`config.mk`:
```
export PLATFORM = sky130hd
export DESIGN_NAME = wormhole_concentrator
export DESIGN_NICKNAME = d
export VERILOG_FILES = /design/src/rtl/wormhole_concentrator.sv
export SDC_FILE = /design/constraint.sdc
export NUM_CORES = 1
export LEC_CHECK = 0
export ABC_AREA = 1
export CAP_MARGIN = 20
export CORE_MARGIN = 2
export CORE_UTILIZATION = 57
export CTS_CLUSTER_SIZE = 24
export DETAILED_ROUTE_END_ITERATION = 6
export GPL_TIMING_DRIVEN = 0
export PLACE_DENSITY = 0.91
export REMOVE_ABC_BUFFERS = 1
export SETUP_SLACK_MARGIN = 0.2
export SLEW_MARGIN = 10
export SYNTH_ARGS = -nofsm -noshare
export SYNTH_HDL_FRONTEND = slang
export SYNTH_SLANG_ARGS = --single-unit
```
`constraint.sdc`:
```
create_clock -name clk_i -period 21.2 [get_ports clk_i]
set_clock_uncertainty 0.05 [all_clocks]
set_input_delay 5.3 -clock clk_i [delete_from_list [all_inputs] [get_ports clk_i]]
set_output_delay 5.3 -clock clk_i [all_outputs]
set_load 0.05 [all_outputs]
```
`src/rtl/wormhole_concentrator.sv`:
```
// rtl/wormhole_concentrator.sv - concentrates num_in_p wormhole links onto one router link and back
// Each input is buffered in a 2-entry FIFO; both directions run independently.

module wormhole_concentrator_fifo #(
    parameter int width_p = 32
) (
    input  logic               clk_i,
    input  logic               reset_i,
    input  logic [width_p-1:0] data_i,
    input  logic               v_i,
    output logic               ready_o,
    output logic [width_p-1:0] data_o,
    output logic               v_o,
    input  logic               yumi_i
);
    logic [width_p-1:0] mem [2];
    logic               rd_ptr;
    logic               wr_ptr;
    logic [1:0]         count;
    logic               enq;

    assign ready_o = (count != 2'd2);
    assign v_o     = (count != 2'd0);
    assign data_o  = mem[rd_ptr];
    assign enq     = v_i && ready_o;

    always_ff @(posedge clk_i or posedge reset_i) begin
        if (reset_i) begin
            mem[0] <= '0;
            mem[1] <= '0;
            rd_ptr <= 1'b0;
            wr_ptr <= 1'b0;
            count  <= 2'd0;
        end else begin
            if (enq) begin
                mem[wr_ptr] <= data_i;
                wr_ptr      <= ~wr_ptr;
            end
            if (yumi_i) begin
                rd_ptr <= ~rd_ptr;
            end
            count <= count + {1'b0, enq} - {1'b0, yumi_i};
        end
    end
endmodule

module wormhole_concentrator #(
    parameter int flit_width_p = 32,
    parameter int num_in_p     = 3,
    parameter int cord_width_p = 8,
    parameter int len_width_p  = 4,
    parameter int cid_width_p  = (num_in_p > 1) ? $clog2(num_in_p) : 1
) (
    input  logic                                   clk_i,
    input  logic                                   reset_i,
    input  logic [num_in_p-1:0][flit_width_p+1:0]  links_i,
    output logic [num_in_p-1:0][flit_width_p+1:0]  links_o,
    input  logic [flit_width_p+1:0]                concentrated_link_i,
    output logic [flit_width_p+1:0]                concentrated_link_o
);
    localparam int len_lsb_lp = cord_width_p;
    localparam int cid_lsb_lp = cord_width_p + len_width_p;
    localparam int v_bit_lp   = flit_width_p + 1;

    logic [num_in_p-1:0]     in_v;
    logic [num_in_p-1:0]     in_ready;
    logic [num_in_p-1:0]     in_yumi;
    logic [flit_width_p-1:0] in_data [num_in_p];

    logic                    c_v;
    logic                    c_ready;
    logic                    c_yumi;
    logic [flit_width_p-1:0] c_data;

    // concentrate-direction state
    logic [cid_width_p-1:0]  rr_ptr;
    logic [cid_width_p-1:0]  grant;
    logic [cid_width_p-1:0]  owner;
    logic [cid_width_p-1:0]  sel;
    logic [cid_width_p:0]    rr_idx;
    logic                    any_v;
    logic                    locked;
    logic                    hdr_phase;
    logic [len_width_p-1:0]  c_rem;
    logic                    c_out_v;
    logic [flit_width_p-1:0] c_out_data;
    logic                    c_hs;
    logic                    c_is_hdr;
    logic [len_width_p-1:0]  c_hdr_len;

    // deconcentrate-direction state
    logic                    d_active;
    logic                    d_drop;
    logic [cid_width_p-1:0]  d_cid;
    logic [len_width_p-1:0]  d_rem;
    logic [cid_width_p-1:0]  hdr_cid;
    logic [len_width_p-1:0]  d_hdr_len;
    logic [cid_width_p-1:0]  d_sel;
    logic                    d_sel_drop;
    logic                    d_out_v;
    logic                    d_hs;

    for (genvar k = 0; k < num_in_p; k++) begin : g_link
        wormhole_concentrator_fifo #(.width_p(flit_width_p)) in_fifo (
            .clk_i   (clk_i),
            .reset_i (reset_i),
            .data_i  (links_i[k][flit_width_p:1]),
            .v_i     (links_i[k][v_bit_lp]),
            .ready_o (in_ready[k]),
            .data_o  (in_data[k]),
            .v_o     (in_v[k]),
            .yumi_i  (in_yumi[k])
        );
        assign in_yumi[k] = c_hs && (sel == cid_width_p'(k));
        assign links_o[k] = {d_out_v && (d_sel == cid_width_p'(k)), c_data, in_ready[k] && !reset_i};
    end

    wormhole_concentrator_fifo #(.width_p(flit_width_p)) conc_fifo (
        .clk_i   (clk_i),
        .reset_i (reset_i),
        .data_i  (concentrated_link_i[flit_width_p:1]),
        .v_i     (concentrated_link_i[v_bit_lp]),
        .ready_o (c_ready),
        .data_o  (c_data),
        .v_o     (c_v),
        .yumi_i  (c_yumi)
    );

    // Lowest offset from rr_ptr wins; the loop runs high-to-low so it is assigned last.
    always_comb begin
        grant  = '0;
        any_v  = 1'b0;
        rr_idx = '0;
        for (int i = num_in_p - 1; i >= 0; i--) begin
            rr_idx = {1'b0, rr_ptr} + (cid_width_p + 1)'(i);
            if (rr_idx >= (cid_width_p + 1)'(num_in_p)) begin
                rr_idx = rr_idx - (cid_width_p + 1)'(num_in_p);
            end
            if (in_v[rr_idx[cid_width_p-1:0]]) begin
                grant = rr_idx[cid_width_p-1:0];
                any_v = 1'b1;
            end
        end
    end

    assign sel        = locked ? owner : grant;
    assign c_out_v    = locked ? in_v[owner] : any_v;
    assign c_out_data = in_data[sel];
    assign c_hs       = c_out_v && concentrated_link_i[0];
    assign c_is_hdr   = !locked || hdr_phase;
    assign c_hdr_len  = c_out_data[len_lsb_lp +: len_width_p];

    assign concentrated_link_o = {c_out_v, c_out_data, c_ready && !reset_i};

    // A header presented but not accepted locks the winner so the output stays stable.
    always_ff @(posedge clk_i or posedge reset_i) begin
        if (reset_i) begin
            rr_ptr    <= '0;
            owner     <= '0;
            locked    <= 1'b0;
            hdr_phase <= 1'b0;
            c_rem     <= '0;
        end else if (c_hs) begin
            if (c_is_hdr) begin
                rr_ptr    <= (sel == cid_width_p'(num_in_p - 1)) ? '0 : sel + 1'b1;
                owner     <= sel;
                hdr_phase <= 1'b0;
                c_rem     <= c_hdr_len;
                locked    <= (c_hdr_len != '0);
            end else begin
                c_rem  <= c_rem - 1'b1;
                locked <= (c_rem != len_width_p'(1));
            end
        end else if (!locked && any_v) begin
            locked    <= 1'b1;
            owner     <= grant;
            hdr_phase <= 1'b1;
        end
    end

    assign hdr_cid    = c_data[cid_lsb_lp +: cid_width_p];
    assign d_hdr_len  = c_data[len_lsb_lp +: len_width_p];
    assign d_sel      = d_active ? d_cid : hdr_cid;
    assign d_sel_drop = d_active ? d_drop : ({1'b0, hdr_cid} >= (cid_width_p + 1)'(num_in_p));
    assign d_out_v    = c_v && !d_sel_drop;
    assign d_hs       = c_v && (d_sel_drop || links_i[d_sel][0]);
    assign c_yumi     = d_hs;

    always_ff @(posedge clk_i or posedge reset_i) begin
        if (reset_i) begin
            d_active <= 1'b0;
            d_drop   <= 1'b0;
            d_cid    <= '0;
            d_rem    <= '0;
        end else if (d_hs) begin
            if (!d_active) begin
                d_active <= (d_hdr_len != '0);
                d_cid    <= hdr_cid;
                d_drop   <= d_sel_drop;
                d_rem    <= d_hdr_len;
            end else begin
                d_rem    <= d_rem - 1'b1;
                d_active <= (d_rem != len_width_p'(1));
            end
        end
    end
endmodule

```
==> flow_metrics.env <==
export IMPL_yosys_warnings=0
export IMPL_grt_use_met3_pct=4.13
export IMPL_area_delta_synth_final_pct=25.2
export IMPL_ios=274
export IMPL_yosys_register_bits=290
export IMPL_rows=57
export IMPL_clock_latency_ps=560
export IMPL_grt_max_degree=109
export IMPL_yosysTopAreaCell="dfrtp_1"
export IMPL_tns_ps=0
export IMPL_maxSlewHeadroom_pct=36.0
export IMPL_min_period_ps=12260
export IMPL_cts_hold_buf=0
export IMPL_grt_pass1_vias=12400
export IMPL_min_path_type="reg2reg"
export IMPL_crit_chain="clkdlybuf4s50_1 > a21oi_1 > clkdlybuf4s50_1"
export IMPL_arrival_ps=6910
export IMPL_route_detailed_drc=1
export IMPL_finalHoldViolCount=0
export IMPL_cap_violations=0
export IMPL_dr_pass1_iters=7
export IMPL_htreeDepth=1
export IMPL_drive_gt1_share_pct=8.95
export IMPL_core_area_um2=24300
export IMPL_critPathKind="in2out"
export IMPL_initial_core_util_pct=58.2
export IMPL_cts_buffers=30
export IMPL_seq_area_frac_synth_pct=51.3
export IMPL_crit_path_top_delay_cell="clkdlybuf4s50_1"
export IMPL_die_area_um2=26100
export IMPL_fillCellCount=1647
export IMPL_gp_congestion=0.862
export IMPL_wl_per_cell_um=17.9
export IMPL_synth_top_area_share_pct=51.3
export IMPL_status="finished with violations"
export IMPL_place_hpwl_um=25400
export IMPL_clk_pin_slew_ps=60
export IMPL_drtIter0Drc=1188
export IMPL_synthCells=1669
export IMPL_clockBufferDepth=3
export IMPL_fmax_mhz=81.6
export IMPL_maxSlewViolCount=0
export IMPL_drt_wl_total_um=39100
export IMPL_clockRootBuffer="clkbuf_16"
export IMPL_gr_usage_met1_pct=38.9
export IMPL_antenna_found_initial=1
export IMPL_grt_util_all_layers_pct=29.5
export IMPL_clkSinkCount=290
export IMPL_worst_setup_path_start_kind="input port"
export IMPL_globalRouteMet2Util_pct=49.9
export IMPL_num_vias=12400
export IMPL_cpPeakStageDelay_ps=820
export IMPL_path_max_fanout=5
export IMPL_post_route_period_util_pct=57.8
export IMPL_violations="design-rule violations"
export IMPL_busiest_layer="met2"
export IMPL_grt_first_pass_wirelength_um=61900
export IMPL_synthArstFlopShare_pct=100
export IMPL_worst_pin_slew_ps=958
export IMPL_synthFlopType="dfrtp_1"
export IMPL_rsz0062_at_grt="no"
export IMPL_grt_overflow=0
export IMPL_synth_edf_count=0
export IMPL_cts_tree="built"
export IMPL_yosysUniqueCellTypes=46
export IMPL_syn_cell_area_um2=14200
export IMPL_ctsResizeCount=0
export IMPL_post_cts_buffers=0
export IMPL_setup_viol=0
export IMPL_crit_required_ps=15850
export IMPL_portBuffers=273
export IMPL_crit_top_cell="clkdlybuf4s50_1"
export IMPL_crit_path_end_kind="primary output"
export IMPL_dieHeight_um=162
export IMPL_synth_area_leaders="dfrtp_1 (51%), nand2_1 (12%), o21ai_0 (9.4%)"
export IMPL_ant_nets=0
export IMPL_die_w_um=162
export IMPL_avgSynthCellArea_um2=8.48
export IMPL_final_nets=1984
export IMPL_viasPerCell=5.68
## state kept, by name, summed over array words and instances (netlist names), 2 cells and up
signal                 cells
g_link.in_fifo.rd_ptr      3
d_cid                      2
g_link.in_fifo.count       6
owner                      2
rr_ptr                     2
g_link.in_fifo.mem       192
g_link.in_fifo.wr_ptr      3
c_rem                      4
d_rem                      4
conc_fifo.mem             64
conc_fifo.count            2
## final cells by class
type / instances / area, um2 / area share (%)
clock buffer: 43 / 890 / 5.02
inverter: 205 / 779 / 4.40
timing repair buffer: 286 / 3020 / 17.0
sequential: 290 / 7260 / 41.0
clock inverter: 11 / 125 / 0.706
tap: 324 / 405 / 2.29
multi-input combinational: 1019 / 5240 / 29.6
antenna: 1 / 2.50 / 0.0141
## cell families (layout without fill, tap and decap cells)
group / after synthesis / count (layout) / synth area share (%)
simple gates: 596 / 596 / 17.6
compound gates: 384 / 384 / 16.4
buf+inv: 360 / 545 / 11.8
flops: 290 / 290 / 51.3
fa+ha+maj: 14 / 14 / 1.24
xor+xnor: 13 / 13 / 0.804
mux: 12 / 12 / 0.884
other cells: 0 / 1 / 0
## worst paths after layout
check / startpoint / endpoint / slack [ps] / cells after the start
max: reset_i / links_o[34] / 8940 / 3
min: conc_fifo.mem[11]$_DFFE_PP0P_ / conc_fifo.mem[11]$_DFFE_PP0P_ / 430 / 2
max reg2reg: conc_fifo.rd_ptr$_DFFE_PP0P_ / conc_fifo.count[1]$_DFF_PP0_ / 17730 / 14
min reg2reg: conc_fifo.mem[11]$_DFFE_PP0P_ / conc_fifo.mem[11]$_DFFE_PP0P_ / 430 / 2
max in group asynchronous: reset_i / g_link[2].in_fifo.mem[20]$_DFFE_PP0P_ / 14750 / 3
min in group asynchronous: reset_i / d_cid[1]$_DFFE_PP0P_ / 5390 / 2
## cell usage in the layout, fill, tap and decap left out, drive strengths merged, types with 4 or more instances in the layout
master,instances
nand4,8
clkinv,7
o221ai,4
buf,13
xor2,4
nor3,4
a31oi,5
nand3,21
dfrtp,290
ha,14
clkdlybuf4s50,273
inv,205
a21oi,12
mux2i,8
nand2,454
nor2,71
o21ai,279
xnor2,9
o211ai,53
o311ai,26
or2,35
clkbuf,43
mux2,4
## worst max-delay path, delay by kind of cell
family	cells	cell delay, ps
AOI/OAI and AO/OA	1	210
buffers and inverters	2	1400
## through the flow
step / setup WS, ps / cell area, um2 / hold slack (ps) / std cells / utilization (%)
2_1_floorplan: 7840 / 13300 / 395 / 1514 / -
3_3_place_gp: 4780 / 16400 / 408 / 2111 / 67.4
3_5_place_dp: 8930 / 16700 / 416 / 2122 / 68.6
4_1_cts: 8920 / 17700 / 431 / 2176 / 72.7
5_1_grt: 8820 / 17700 / 455 / 2178 / 72.9
6_report: 8940 / 17700 / 430 / 2179 / 72.9
## Yosys cell counts, drive strengths merged (2+ instances only)
library cell	n
nand2	454
o311ai	26
o211ai	53
or2	35
mux2	4
buf	79
nor2	71
inv	205
nand4	8
mux2i	8
dfrtp	290
clkbuf	76
xor2	4
a21oi	12
a31oi	5
xnor2	9
o21ai	279
a211oi	2
ha	14
o221ai	4
nor3	4
nor4	2
nand3	21
## routing by layer
metal / wire length (um) / vias to the layer above / part of all wire (%)
met4: 1500 / 0 / 3.8
met3: 2930 / 132 / 7.5
met1: 15400 / 6001 / 40
met2: 19200 / 626 / 49
li1: - / 5621 / -
met5: 0 / - / 0
Power is left out: the tool's default activity adds up to more than one toggle a clock period on the data nets, which glitch-free logic cannot reach.
